[config.mk]
export PLATFORM = sky130hd
export DESIGN_NAME = sequential_subtractor
export DESIGN_NICKNAME = d
export VERILOG_FILES = /design/src/rtl/sequential_subtractor.sv
export SDC_FILE = /design/constraint.sdc
export NUM_CORES = 1
export LEC_CHECK = 0
export ABC_AREA = 1
export CAP_MARGIN = 20
export CORE_MARGIN = 1.5
export CORE_UTILIZATION = 43
export CTS_CLUSTER_DIAMETER = 100
export DETAILED_ROUTE_END_ITERATION = 10
export GPL_ROUTABILITY_DRIVEN = 0
export PLACE_DENSITY = 0.67
export SLEW_MARGIN = 20
export SYNTH_ARGS = -nofsm -noshare
export SYNTH_HDL_FRONTEND = slang
export SYNTH_SLANG_ARGS = --single-unit
export TNS_END_PERCENT = 10
[constraint.sdc]
create_clock -name clk -period 1.1 [get_ports clk]
set_input_delay 0.165 -clock clk [delete_from_list [all_inputs] [get_ports clk]]
set_output_delay 0.165 -clock clk [all_outputs]
set_load 0.03 [all_outputs]
[src/rtl/sequential_subtractor.sv]
// Bit-serial subtractor: D = A_in - B_in - Bor_in, one bit per clock, LSB first.
// Define SEQUENTIAL_SUBTRACTOR_OVF_EN to add the registered signed-overflow output OVF.
module sequential_subtractor #(
    parameter int WIDTH = 3
) (
    input  logic             clk,
    input  logic             rst,
    input  logic             en,
    input  logic             Bor_in,
    input  logic [WIDTH-1:0] A_in,
    input  logic [WIDTH-1:0] B_in,
    output logic             done,
    output logic [WIDTH-1:0] D,
    output logic             Bor_out
`ifdef SEQUENTIAL_SUBTRACTOR_OVF_EN
    ,
    output logic             OVF
`endif
);

    localparam int CNT_W = (WIDTH > 1) ? $clog2(WIDTH) : 1;
    localparam logic [CNT_W-1:0] LAST_CNT = CNT_W'(WIDTH - 1);

    typedef enum logic [1:0] {
        IDLE = 2'd0,
        CALC = 2'd1,
        DONE = 2'd2
    } state_t;

    state_t             state_q, state_d;
    logic [WIDTH-1:0]   a_sh_q, a_sh_d;
    logic [WIDTH-1:0]   b_sh_q, b_sh_d;
    logic [WIDTH-1:0]   d_sh_q, d_sh_d;
    logic               bor_q, bor_d;
    logic [CNT_W-1:0]   cnt_q, cnt_d;
    logic [WIDTH-1:0]   d_q, d_d;
    logic               bor_out_q, bor_out_d;
    logic               done_q, done_d;
    logic               d_bit;
    logic               bor_nxt;
`ifdef SEQUENTIAL_SUBTRACTOR_OVF_EN
    logic               ovf_q, ovf_d;
`endif

    // Full-subtractor cell on the current LSBs.
    assign d_bit   = a_sh_q[0] ^ b_sh_q[0] ^ bor_q;
    assign bor_nxt = (~a_sh_q[0] & b_sh_q[0]) | (~a_sh_q[0] & bor_q) | (b_sh_q[0] & bor_q);

    always_comb begin
        state_d   = state_q;
        a_sh_d    = a_sh_q;
        b_sh_d    = b_sh_q;
        d_sh_d    = d_sh_q;
        bor_d     = bor_q;
        cnt_d     = cnt_q;
        d_d       = d_q;
        bor_out_d = bor_out_q;
        done_d    = 1'b0;
`ifdef SEQUENTIAL_SUBTRACTOR_OVF_EN
        ovf_d     = ovf_q;
`endif
        case (state_q)
            IDLE: begin
                if (en) begin
                    a_sh_d  = A_in;
                    b_sh_d  = B_in;
                    bor_d   = Bor_in;
                    d_sh_d  = '0;
                    cnt_d   = '0;
                    state_d = CALC;
                end
            end
            CALC: begin
                a_sh_d            = a_sh_q >> 1;
                b_sh_d            = b_sh_q >> 1;
                d_sh_d            = d_sh_q >> 1;
                d_sh_d[WIDTH-1]   = d_bit;
                bor_d             = bor_nxt;
                cnt_d             = cnt_q + CNT_W'(1);
                if (cnt_q == LAST_CNT) begin
                    // Outputs update only here, so D never shows partial values.
                    d_d       = d_sh_d;
                    bor_out_d = bor_nxt;
                    done_d    = 1'b1;
`ifdef SEQUENTIAL_SUBTRACTOR_OVF_EN
                    ovf_d     = bor_q ^ bor_nxt;
`endif
                    state_d   = DONE;
                end
            end
            DONE: begin
                state_d = IDLE;
            end
            default: begin
                state_d = IDLE;
            end
        endcase
    end

    always_ff @(posedge clk) begin
        if (rst) begin
            state_q   <= IDLE;
            a_sh_q    <= '0;
            b_sh_q    <= '0;
            d_sh_q    <= '0;
            bor_q     <= 1'b0;
            cnt_q     <= '0;
            d_q       <= '0;
            bor_out_q <= 1'b0;
            done_q    <= 1'b0;
`ifdef SEQUENTIAL_SUBTRACTOR_OVF_EN
            ovf_q     <= 1'b0;
`endif
        end else begin
            state_q   <= state_d;
            a_sh_q    <= a_sh_d;
            b_sh_q    <= b_sh_d;
            d_sh_q    <= d_sh_d;
            bor_q     <= bor_d;
            cnt_q     <= cnt_d;
            d_q       <= d_d;
            bor_out_q <= bor_out_d;
            done_q    <= done_d;
`ifdef SEQUENTIAL_SUBTRACTOR_OVF_EN
            ovf_q     <= ovf_d;
`endif
        end
    end

    assign done    = done_q;
    assign D       = d_q;
    assign Bor_out = bor_out_q;
`ifdef SEQUENTIAL_SUBTRACTOR_OVF_EN
    assign OVF     = ovf_q;
`endif

endmodule

==> summary by stage, run 1 <==
Placement
The number of placed instances with taps included is around 140. At the placement stage, the worst setup path has a slack of -0.177 ns. The detailed placer's ending HPWL is 1.10 mm. The post-detailed-placement cell area is slightly above 900 sq um. The number of buffers added on ports is 14.

Routing
The final layout contains routed wiring with a total length of 1.46 mm. Before antenna repair, the detailed router went through 4 iterations. Dividing the detail-routed via count by the number of cells gives 4.73. In the routed design, unresolved DRC markers number 0. After the first detailed-routing iteration, the DRC count stood at 8. The detail route stage leaves a number of antenna-violating nets equal to 0. Detailed routing inserted a total of roughly 680 vias.

After detailed routing, the average wire length per cell comes to 10.2 microns.

Global route
Global routing consumed, on the met3 layer, 2.80% of the routing resources. The pin count of the biggest net entering global routing is 11. The overall fraction of global-route tracks in use is 16.9%.

The number of global-route vias before repair was around 640. The busiest metal layer after global routing is met2. The met1 layer usage reported by global route is 20.4%.

For this run the aggregate overflow at the end of global routing stands at 0. The number of antenna violations at the first check in global routing is 0. For this run, global-route usage on met2 was measured as 29.6%.

The global-route wire length before repair is ~2.5 mm.

Timing
Setup repair after global routing could not meet its margin everywhere. The final worst slack is -0.0650 ns. After layout, the minimum clock period comes to around 1.2 ns.

Setup violations remaining at the end of the flow were counted as 2. The final number of hold-violating endpoints is 0. The highest achievable clock rate is between 0.8 and 0.9 GHz. In this run the tightest slew margin relative to its limit is 81.4%. For the pin with the worst max-slew slack, the measured transition is 0.278 ns.

Dividing the final minimum period by the clock period gives 106%. On the final layout, the worst hold slack is 0.419 ns. Between clock sinks in the finished design, the worst skew comes to 0.00641 ns.

The number of pins with negative max-slew slack in the final report came to 0.

Die
After floorplanning, the core was sized to cover about 1600 sq um. The vertical die dimension is 44.9 microns. The total number of placement rows is 14. For this configuration, the core starts out at a cell density of 47.8%.

In this run the count of I/O pins placed on the die edge is 15. The width of the die is 44.9 microns. The die covers 2010 sq um.

Worst setup path
Traced cell by cell, the critical path runs through fa_2 -> inv_2 -> nand2_1 -> a21oi_2. The critical path's slowest cell is fa_2. Along the worst path, the maximum fanout reaches 2. For this run, the slowest stage of the critical path takes 0.56 ns.

The critical path is of the reg -> reg type. STA classifies the critical path startpoint as a register. For the worst setup path, the data required time is 1.29 ns. STA classifies the critical path endpoint as a register.

The worst endpoint data arrival time is roughly 1.4 ns.

Clocking
Counting the buffers created by CTS gives 3. The clock tree from TritonCTS is yes. The number of H-tree levels is 1. The post-CTS setup buffer count is 0. After clock tree synthesis, the clock-pin slew on the worst setup and hold paths is approximately 0.11 ns. The clock root buffer is clkbuf_4. The longest clock path from root to sink contains 2 buffers.

The hold buffer count at cts is 0. The source-to-sink clock delay at the later pin of the worst-skew pair is about 0.29 ns. The number of clock sinks seen by CTS is 18.

Outcome
The checks that failed: setup timing. The run finished, with violations left.

Power and ir drop
The peak supply drop is between 0.8 and 0.9 mV. For this design the ratio of total power to cell area is 1330 nW/um^2. The leakage power is 0.453 nW.

Final layout
The area added between synthesis and finish is 32.1%. The library cell used most frequently in the layout, excluding fill and tap cells, is nor2_1. In the layout the commonest cells are nor2_1, nand2_1, dfxtp_1. With fillers left out, the area of the finished cells amounts to 995 sq um. The non-filler instance count after layout is 143. The net total in the final layout is 140. The number of antenna diodes in the final layout is 0. Cells with a size suffix above 1 make up 24.4% of the layout. The count of filler cells inserted in the layout is 136.

Logic synthesis
The part of the Yosys area used for sequential elements is 47.8%. The total of warnings raised by yosys is 0. The post-synth net total is 117. Synthesis inferred 18 register bits. The gate count after technology mapping is 105.

The synthesized netlist contains 15 unique library cells. The synthesized netlist occupies a cell area of 753 sq um. Averaged over all synthesized cells, the footprint is 7.17 sq um.

Run
Across the run, the number of max-cap violations was 0.

Worst hold path
The worst hold path belongs to the class in -> reg.
-- sequential cells by signal (all words and copies together), names as in the netlist --
signal,count
b_sh_q,3
bor_q,1
D,3
Bor_out,1
cnt_q,2
state_q,2
a_sh_q,3
d_sh_q,2
done,1
-- synthesized netlist by cell type --
library cell  count  area, sq um
dfxtp_1          18          360
or2_1             1         6.26
buf_6             1         11.3
a21oi_1           6         30.0
buf_2             1         5.00
nand2_1          26         97.6
nor2_2            1         6.26
o21ai_1           1         5.00
a21oi_2           1         8.76
inv_1            12         45.0
o21ai_0           8         40.0
fa_1              1         20.0
nor2_1           24         90.1
nand3_1           3         15.0
ha_1              1         12.5
-- cell type report --
| class | count | area (sq um) | share of cell area, % |
|---|---|---|---|
| Sequential cell | 18 | 367 | 36.9 |
| Multi-Input combinational cell | 73 | 354 | 35.6 |
| Timing Repair Buffer | 20 | 173 | 17.4 |
| Inverter | 12 | 45.0 | 4.53 |
| Clock buffer | 4 | 36.3 | 3.65 |
| Tap cell | 16 | 20.0 | 2.01 |
-- stage by stage --
step / setup TNS, ns / total power [mW] / utilization, %
final: -0.112 / 1.33 / 63.1
after global placement: -1.45 / 0.913 / 59.0
after global routing: -0.582 / 1.40 / 63.1
after detailed placement: -1.75 / 0.916 / 59.0
after CTS: -0.102 / 1.33 / 62.2
after floorplan: 0 / 0.836 / -
-- path summary, 6_finish.rpt --
check             slack, ns         to  startpoint  depth (start not counted)
setup reg to reg      -0.07       D[2]       bor_q                          4
setup / recovery      -0.07       D[2]       bor_q                          4
hold / removal         0.42  b_sh_q[2]     B_in[2]                          3
hold reg to reg        0.47  b_sh_q[2]   b_sh_q[2]                          2
-- layer usage --
layer / wire [microns] / up-vias / part of all wire (%)
met2: 691 / 14 / 47
met1: 691 / 297 / 47
met3: 72 / 0 / 4.9
met4: 0 / 0 / 0
li1: - / 366 / -
met5: 0 / - / 0
-- logic make-up (layout without fill, tap and decap cells) --
| family | after synthesis | after routing | share of synthesized area, % |
|---|---|---|---|
| buffers and inverters | 14 | 36 | 8.14 |
| flip-flops | 18 | 18 | 47.8 |
| adder cells (fa/ha/maj) | 2 | 2 | 4.32 |
| AND/OR/NAND/NOR | 55 | 55 | 28.6 |
| AO/OA/AOI/OAI | 16 | 16 | 11.1 |
-- where the power goes --
| part | switching [mW] | internal, mW |
|---|---|---|
| Sequential | 0.0222 | 0.688 |
| Clock | 0.209 | 0.202 |
| Combinational | 0.106 | 0.0998 |
-- repair_timing --
action,in CTS,in global routing
pin swaps,2,0
endpoints found under the setup margin,9,12
gates resized for setup,6,7
-- critical path: cells and delay by family, from the launching register on --
family                   cells  cell delay (ns)
adder cells (fa/ha/maj)      1             0.56
AO/OA/AOI/OAI                1             0.05
flip-flops                   1             0.35
buffers and inverters        1             0.04
AND/OR/NAND/NOR              1             0.07
(Power assumes the default switching activity.)
==> run 2: changes to the inputs <==
==> constraint.sdc (replaced) <==
create_clock -name clk -period 0.95 [get_ports clk]
set_input_delay 0.1425 -clock clk [delete_from_list [all_inputs] [get_ports clk]]
set_output_delay 0.1425 -clock clk [all_outputs]
set_load 0.03 [all_outputs]
==> summary by stage, run 2 (synthesis results as in run 1) <==
Clocking
The clock tree from TritonCTS is yes (unchanged). The CTS buffer count is 3 (unchanged). The post-CTS setup buffer count is 0 (unchanged). The number of clock sinks seen by CTS came to 18 (unchanged). The clock root buffer is clkbuf_4 (unchanged). The number of H-tree levels was 1 (unchanged).

The source-to-sink clock delay at the later pin of the worst-skew pair was 0.30 ns (was 0.29 ns). The hold buffer count at cts is 0 (unchanged). The clock transition at the register clock pins on the worst setup and hold paths after CTS is 0.11 ns (about the same).

The clock tree buffer depth is 2 (unchanged).

Routing
The detailed-route wire length is 1.53 mm (was 1.46 mm). The number of vias per cell is 4.75 (was 4.73). The via count is 693 (was 677). The DRC violation total after the first TritonRoute iteration is 5 (was 8). The post-detailed-route wirelength per cell is 10.5 microns (was 10.2 microns). The total DRC errors in the routed layout was 0 (unchanged). The detailed-routing iteration count for the pre-antenna-repair pass is 4 (unchanged). The post-route antenna net violation count is 0 (unchanged).

Global route
The number of global-route vias before repair is 648 (was 643). The number of antenna violations at the first check in global routing is 0 (unchanged). The global-route wire length before repair came to 2.61 mm (was 2.51 mm). The residual overflow from global routing is 0 (unchanged).

The pin count of the biggest net entering global routing was 11 (unchanged). The overall fraction of global-route tracks in use is 18.2% (was 16.9%).

Worst setup path
The highest cell delay on the worst timing path was 0.52 ns (was 0.56 ns). The start of the worst register-to-register path is a_sh_q[0] (was bor_q). The logic depth of the worst register-to-register path is 5 (was 4). The cell family with the largest share of critical-path delay is adder cells (unchanged).

The total number of cells along the worst setup path is 5 (was 4). The worst flop-to-flop path endpoint is d_sh_q[2] (was D[2]). CP Cell Sequence: inv_2 -> fa_2 -> inv_2 -> nand2_1 -> a21oi_2 (was fa_2 -> inv_2 -> nand2_1 -> a21oi_2). The critical path's slowest cell is fa_2 (unchanged). The worst endpoint data arrival time is 1.36 ns (about the same).

The startpoint type of the worst setup path is a register (unchanged). The endpoint type of the worst setup path is a register (unchanged). The cell repeated most along the worst path is inv_2. The minimum setup slack among reg-to-reg paths is -0.21 ns (was -0.07 ns). The largest fanout of any net on the critical path is 2 (unchanged).

The endpoint required time on the critical path is 1.15 ns (was 1.29 ns). The start-to-end type of the worst setup path is reg -> reg (unchanged). The count of buffering cells on the critical path with inverters included was 2 (was 1).

Timing
The setup violation total in the final timing report is 14 (was 2). The shortest period the worst path allows is 1.16 ns (was 1.17 ns). The final worst slack is -0.207 ns (was -0.0650 ns). The worst setup skew after layout came to 0.00650 ns (was 0.00641 ns). The total negative slack for setup checks was -1.30 ns (was -0.112 ns). The worst slew slack as a fraction of its limit was 80.4% (was 81.4%).

The final number of hold-violating endpoints is 0 (unchanged). The number of pins with negative max-slew slack in the final report came to 0 (unchanged). The share of the clock period used by the worst path is 122% (was 106%).

The highest achievable clock rate was 0.864 GHz (was 0.858 GHz). The slew at the pin with the worst max-slew slack came to 0.294 ns (was 0.278 ns). Unrepaired setup endpoints after global routing: true (unchanged). The final hold slack is 0.380 ns (was 0.419 ns).

Placement
The number of buffers added on ports came to 14 (unchanged). The number of placed instances with taps included came to 142 (was 139). The detailed placer's ending HPWL came to 1.13 mm (was 1.10 mm).

Outcome
Result of the run: complete, but fails checks (unchanged). Failing checks: setup timing (unchanged).

Power and ir drop
The relative contribution of combinational cells to total power was 16.4% (was 15.5%). The net switching power is 0.407 mW (was 0.337 mW). The cell area power density is 1470 nW/um^2 (was 1330 nW/um^2).

The leakage power was 0.483 nW (was 0.453 nW). The cell internal power dissipation is 1.16 mW (was 0.989 mW). The clock network fraction of total power is 30.8% (was 30.9%).

The total power consumption of the routed design is 1.57 mW (was 1.33 mW). The proportion of power drawn by flip-flops and latches came to 52.8% (was 53.5%). The proportion of total power due to net switching is 26.0% (was 25.4%). The peak supply drop is 0.953 mV (was 0.866 mV).

Final layout
The non-filler instance count after layout is 146 (was 143). The net total in the final layout is 143 (was 140). The share of post-route cells with drive strength above 1 is 33.8% (was 24.4%). The area added between synthesis and finish is 41.7% (was 32.1%). The area of the multi-input gates is 379 sq um (was 354 sq um). The number of diodes added for antenna fixing is 0 (unchanged). The count of filler cells inserted in the layout is 147 (was 136). Commonest non-fill, non-tap cells in the layout: nand2_1, nor2_1, dfxtp_2 (was nor2_1, nand2_1, dfxtp_1). The area used by sequential logic in the layout is 373 sq um (was 367 sq um).

Die
The total number of placement rows is 14 (unchanged). The vertical die dimension is 44.9 microns (unchanged). The boundary pin count is 15 (unchanged). The starting density of the core is 47.8% (unchanged).

The floorplan die area was 2010 sq um (unchanged). The standard cell core area is 1580 sq um (unchanged). The width of the die came to 44.9 microns (unchanged).

Worst hold path
The terminating pin of the worst hold path is a_sh_q[2] (was b_sh_q[2]). The count of cells along the worst hold path was 3 (unchanged). The startpoint of the tightest hold check path is A_in[2] (was B_in[2]).

The worst hold-check path type is in -> reg (unchanged).

Run
The count of maximum capacitance violations is 0 (unchanged).
## run 2: cell types whose count changed in the layout (fill, tap and decap cells not counted), sizes merged
cell and delta:
buf +3
## run 2: layout make-up
class                   count  share of cell area [%]
clock buffers               4                    3.40
flip-flops and latches     18                    34.9
repair buffers             23                    20.0
well taps                  16                    1.88
multi-input cells          73                    35.5
inverters                  12                    4.22
## run 2: worst max-delay path by stage
stage	endpoint	startpoint	slack, ns
after floorplan	D[2]	bor_q	-0.13
after detailed placement	b_sh_q[1]	en	-0.33
after global placement	a_sh_q[1]	en	-0.29
after global routing	d_sh_q[2]	a_sh_q[0]	-0.26
after CTS	d_sh_q[2]	a_sh_q[0]	-0.19
final	d_sh_q[2]	a_sh_q[0]	-0.21
## run 2: per-stage QoR
stage	area [sq um]	utilization, %	worst slack [ns]
floorplan	756	-	-0.132
global placement	955	60.6	-0.290
detailed placement	955	60.6	-0.327
CTS	1050	66.7	-0.190
global route	1070	67.7	-0.256
finish	1070	67.7	-0.207
## run 2: power groups by stage
stage	Sequential [mW]	Combinational [mW]	Clock [mW]
after floorplan	0.839	0.130	0
after global placement	0.836	0.225	0
after detailed placement	0.836	0.230	0
after CTS	0.826	0.246	0.504
after global routing	0.832	0.295	0.529
final	0.827	0.256	0.482
## run 2: worst reg2reg max path, stage by stage, from the launching register on
cell,delay (ns)
dfxtp_2,0.35
inv_2,0.04
fa_2,0.52
inv_2,0.04
nand2_1,0.07
a21oi_2,0.05
## run 2: timing repair
item / in CTS / in global routing
gates resized for setup: 25 / 10
endpoints found under the hold margin: 0 / 0
pin swaps: 4 / 2
endpoints found under the setup margin: 20 / 22
cloned: 0 / 0
## run 2: per-layer routing
layer	part of all wire (%)	GRT usage [%]	vias to the layer above	routed length, microns
li1	-	-	374	-
met1	48	22.7	305	742
met2	46	29.0	9	709
met3	2.6	4.00	5	40
met4	2.5	10.6	0	39
met5	0	0	-	0
==> run 3: changes to the inputs <==
--- a/config.mk
+++ b/config.mk
@@ -7,6 +7,7 @@
 export LEC_CHECK = 0
 export ABC_AREA = 1
 export CAP_MARGIN = 20
+export CORE_ASPECT_RATIO = 0.9
 export CORE_MARGIN = 1.5
 export CORE_UTILIZATION = 43
 export CTS_CLUSTER_DIAMETER = 100
==> constraint.sdc (replaced) <==
create_clock -name clk -period 0.95 [get_ports clk]
set_input_delay 0.095 -clock clk [delete_from_list [all_inputs] [get_ports clk]]
set_output_delay 0.095 -clock clk [all_outputs]
set_load 0.03 [all_outputs]
==> summary by stage, run 3 (synthesis results as in run 1) <==
Routing
The post-route antenna net violation count is 0 (unchanged). The detailed-routing iteration count for the pre-antenna-repair pass is 4 (unchanged). The number of vias per cell is 4.57 (was 4.75). The via count is 699 (was 693). The DRC violation total after the first TritonRoute iteration is 13 (was 5). The detailed-route wire length came to 1.53 mm (unchanged).

The post-detailed-route wirelength per cell was 10.0 microns (was 10.5 microns). The total DRC errors in the routed layout is 0 (unchanged).

Global route
The number of antenna violations at the first check in global routing is 0 (unchanged). The global-route wire length before repair was 2.70 mm (was 2.61 mm). The pin count of the biggest net entering global routing is 11 (unchanged). The residual overflow from global routing was 0 (unchanged). The number of global-route vias before repair came to 676 (was 648).

The overall fraction of global-route tracks in use was 18.5% (was 18.2%).

Final layout
The utilization after layout is 61.6% (was 67.7%). The commonest non-fill, non-tap cell in the layout is nand2_1. Commonest non-fill, non-tap cells in the layout: nand2_1, nor2_1, dfxtp_1, buf_4, clkdlybuf4s50_1 (was nand2_1, nor2_1, dfxtp_2). The count of filler cells inserted in the layout came to 154 (was 147).

The number of diodes added for antenna fixing came to 0 (unchanged). The finished layout cell area is 1020 sq um (was 1070 sq um). The net total in the final layout is 142 (was 143). The share of post-route cells with drive strength above 1 is 27.9% (was 33.8%). The area added between synthesis and finish was 36.0% (was 41.7%).

Outcome
Failing checks: setup timing (unchanged). Result of the run: complete, but fails checks (unchanged).

Timing
The share of the clock period used by the worst path came to 121% (was 122%). The final number of hold-violating endpoints was 0 (unchanged). The worst slew slack as a fraction of its limit is 78.9% (was 80.4%). The worst setup skew after layout is 0.00253 ns (was 0.00650 ns).

The number of pins with negative max-slew slack in the final report is 0 (unchanged). The shortest period the worst path allows came to 1.15 ns (was 1.16 ns). The total negative slack for setup checks is -1.28 ns (was -1.30 ns). The slew at the pin with the worst max-slew slack is 0.316 ns (was 0.294 ns). The setup violation total in the final timing report is 16 (was 14). The highest achievable clock rate was 0.867 GHz (was 0.864 GHz). Unrepaired setup endpoints after global routing: true (unchanged). The final worst slack was -0.204 ns (was -0.207 ns).

Die
The floorplan die area is 2010 sq um (about the same). The standard cell core area is 1660 sq um (was 1580 sq um). The starting density of the core is 45.3% (was 47.8%). The vertical die dimension is 42.7 microns (was 44.9 microns). The width of the die came to 47.1 microns (was 44.9 microns). The boundary pin count came to 15 (unchanged). The total number of placement rows was 14 (unchanged).

Clocking
The hold buffer count at cts is 0 (unchanged). The CTS buffer count was 3 (unchanged). The number of H-tree levels was 1 (unchanged).

The clock root buffer was clkbuf_4 (unchanged). The clock tree buffer depth was 2 (unchanged). The clock tree from TritonCTS is yes (unchanged). The clock transition at the register clock pins on the worst setup and hold paths after CTS is 0.10 ns (was 0.11 ns). The number of clock sinks seen by CTS came to 18 (unchanged). The post-CTS setup buffer count is 0 (unchanged). The source-to-sink clock delay at the later pin of the worst-skew pair is 0.29 ns (was 0.30 ns).

Power and ir drop
The cell area power density is 1490 nW/um^2 (was 1470 nW/um^2). The peak supply drop came to 1.08 mV (was 0.953 mV). The total power consumption of the routed design came to 1.53 mW (was 1.57 mW). The leakage power is 0.464 nW (was 0.483 nW).

Worst setup path
The start of the worst register-to-register path is a_sh_q[0] (unchanged). The minimum setup slack among reg-to-reg paths was -0.20 ns (was -0.21 ns). The endpoint type of the worst setup path is a register (unchanged). The start-to-end type of the worst setup path was reg -> reg (unchanged). The endpoint required time on the critical path is 1.14 ns (was 1.15 ns). The startpoint type of the worst setup path is a register (unchanged).

The worst endpoint data arrival time is 1.34 ns (was 1.36 ns). The logic depth of the worst register-to-register path is 5 (unchanged). The largest fanout of any net on the critical path is 2 (unchanged). The worst flop-to-flop path endpoint is d_sh_q[2] (unchanged).

Run
The count of maximum capacitance violations is 0 (unchanged).

Placement
The post-detailed-placement cell area is 957 sq um (was 955 sq um). The number of buffers added on ports came to 14 (unchanged). The worst setup slack before clock tree synthesis is -0.283 ns (was -0.327 ns). The detailed placer's ending HPWL is 1.11 mm (was 1.13 mm).

Worst hold path
The worst hold-check path type is in -> reg (unchanged). The startpoint of the tightest hold check path was A_in[2] (unchanged). The count of cells along the worst hold path is 3 (unchanged). The terminating pin of the worst hold path is a_sh_q[2] (unchanged).
## run 3: changes by cell type in the layout (fill, tap and decap cells not counted), moves of 2 or more
cell	change
dfxtp_2	-4
nor2_2	+2
buf_6	-4
inv_2	-2
buf_4	+3
inv_1	+2
dfxtp_1	+4
## run 3: metal layers
metal  vias up  global-route usage [%]  part of all wire (%)
met1       307                    24.8                    49
li1        374                       -                     -
met4         0                    6.67                   1.4
met5         -                       0                     0
met2        14                    29.0                    45
met3         4                    3.83                   4.4
## run 3: timing repair
| action | 4_1_cts | 5_1_grt |
|---|---|---|
| endpoints found under the setup margin | 17 | 18 |
| resized for setup | 10 | 11 |
| cloned | 0 | 0 |
| pin swaps | 1 | 0 |
| hold endpoints to repair | 0 | 0 |
## run 3: layout make-up
class / instances / area (sq um) / share of cell area [%]
Tap cell: 24 / 30.0 / 2.93
Sequential cell: 18 / 368 / 35.9
Multi-Input combinational cell: 73 / 354 / 34.6
Timing Repair Buffer: 22 / 191 / 18.7
Inverter: 12 / 45.0 / 4.40
Clock buffer: 4 / 36.3 / 3.54
## run 3: how the worst max path moves through the flow
stage,cells past startpoint,endpoint,start
after global placement,6,bor_q,en
after floorplan,4,D[2],bor_q
after CTS,5,d_sh_q[2],a_sh_q[0]
after global routing,5,d_sh_q[2],a_sh_q[0]
final,5,d_sh_q[2],a_sh_q[0]
after detailed placement,6,bor_q,en
## run 3: stage by stage
stage / hold slack (ns) / std cells
final: 0.372 / 153
after global routing: 0.370 / 153
after detailed placement: 0.459 / 149
after floorplan: 0.238 / 105
after global placement: 0.452 / 149
after CTS: 0.370 / 153
## run 3: where the power goes
group | internal (mW) | switching [mW]
logic | 0.119 | 0.126
clock network | 0.233 | 0.228
registers | 0.798 | 0.0268
## run 3: critical path, cell delays in order, from the launching register on
cell and delay [ns]:
dfxtp_2 0.35, inv_2 0.04, fa_2 0.52, inv_2 0.04, nand2_1 0.05, a21oi_1 0.06
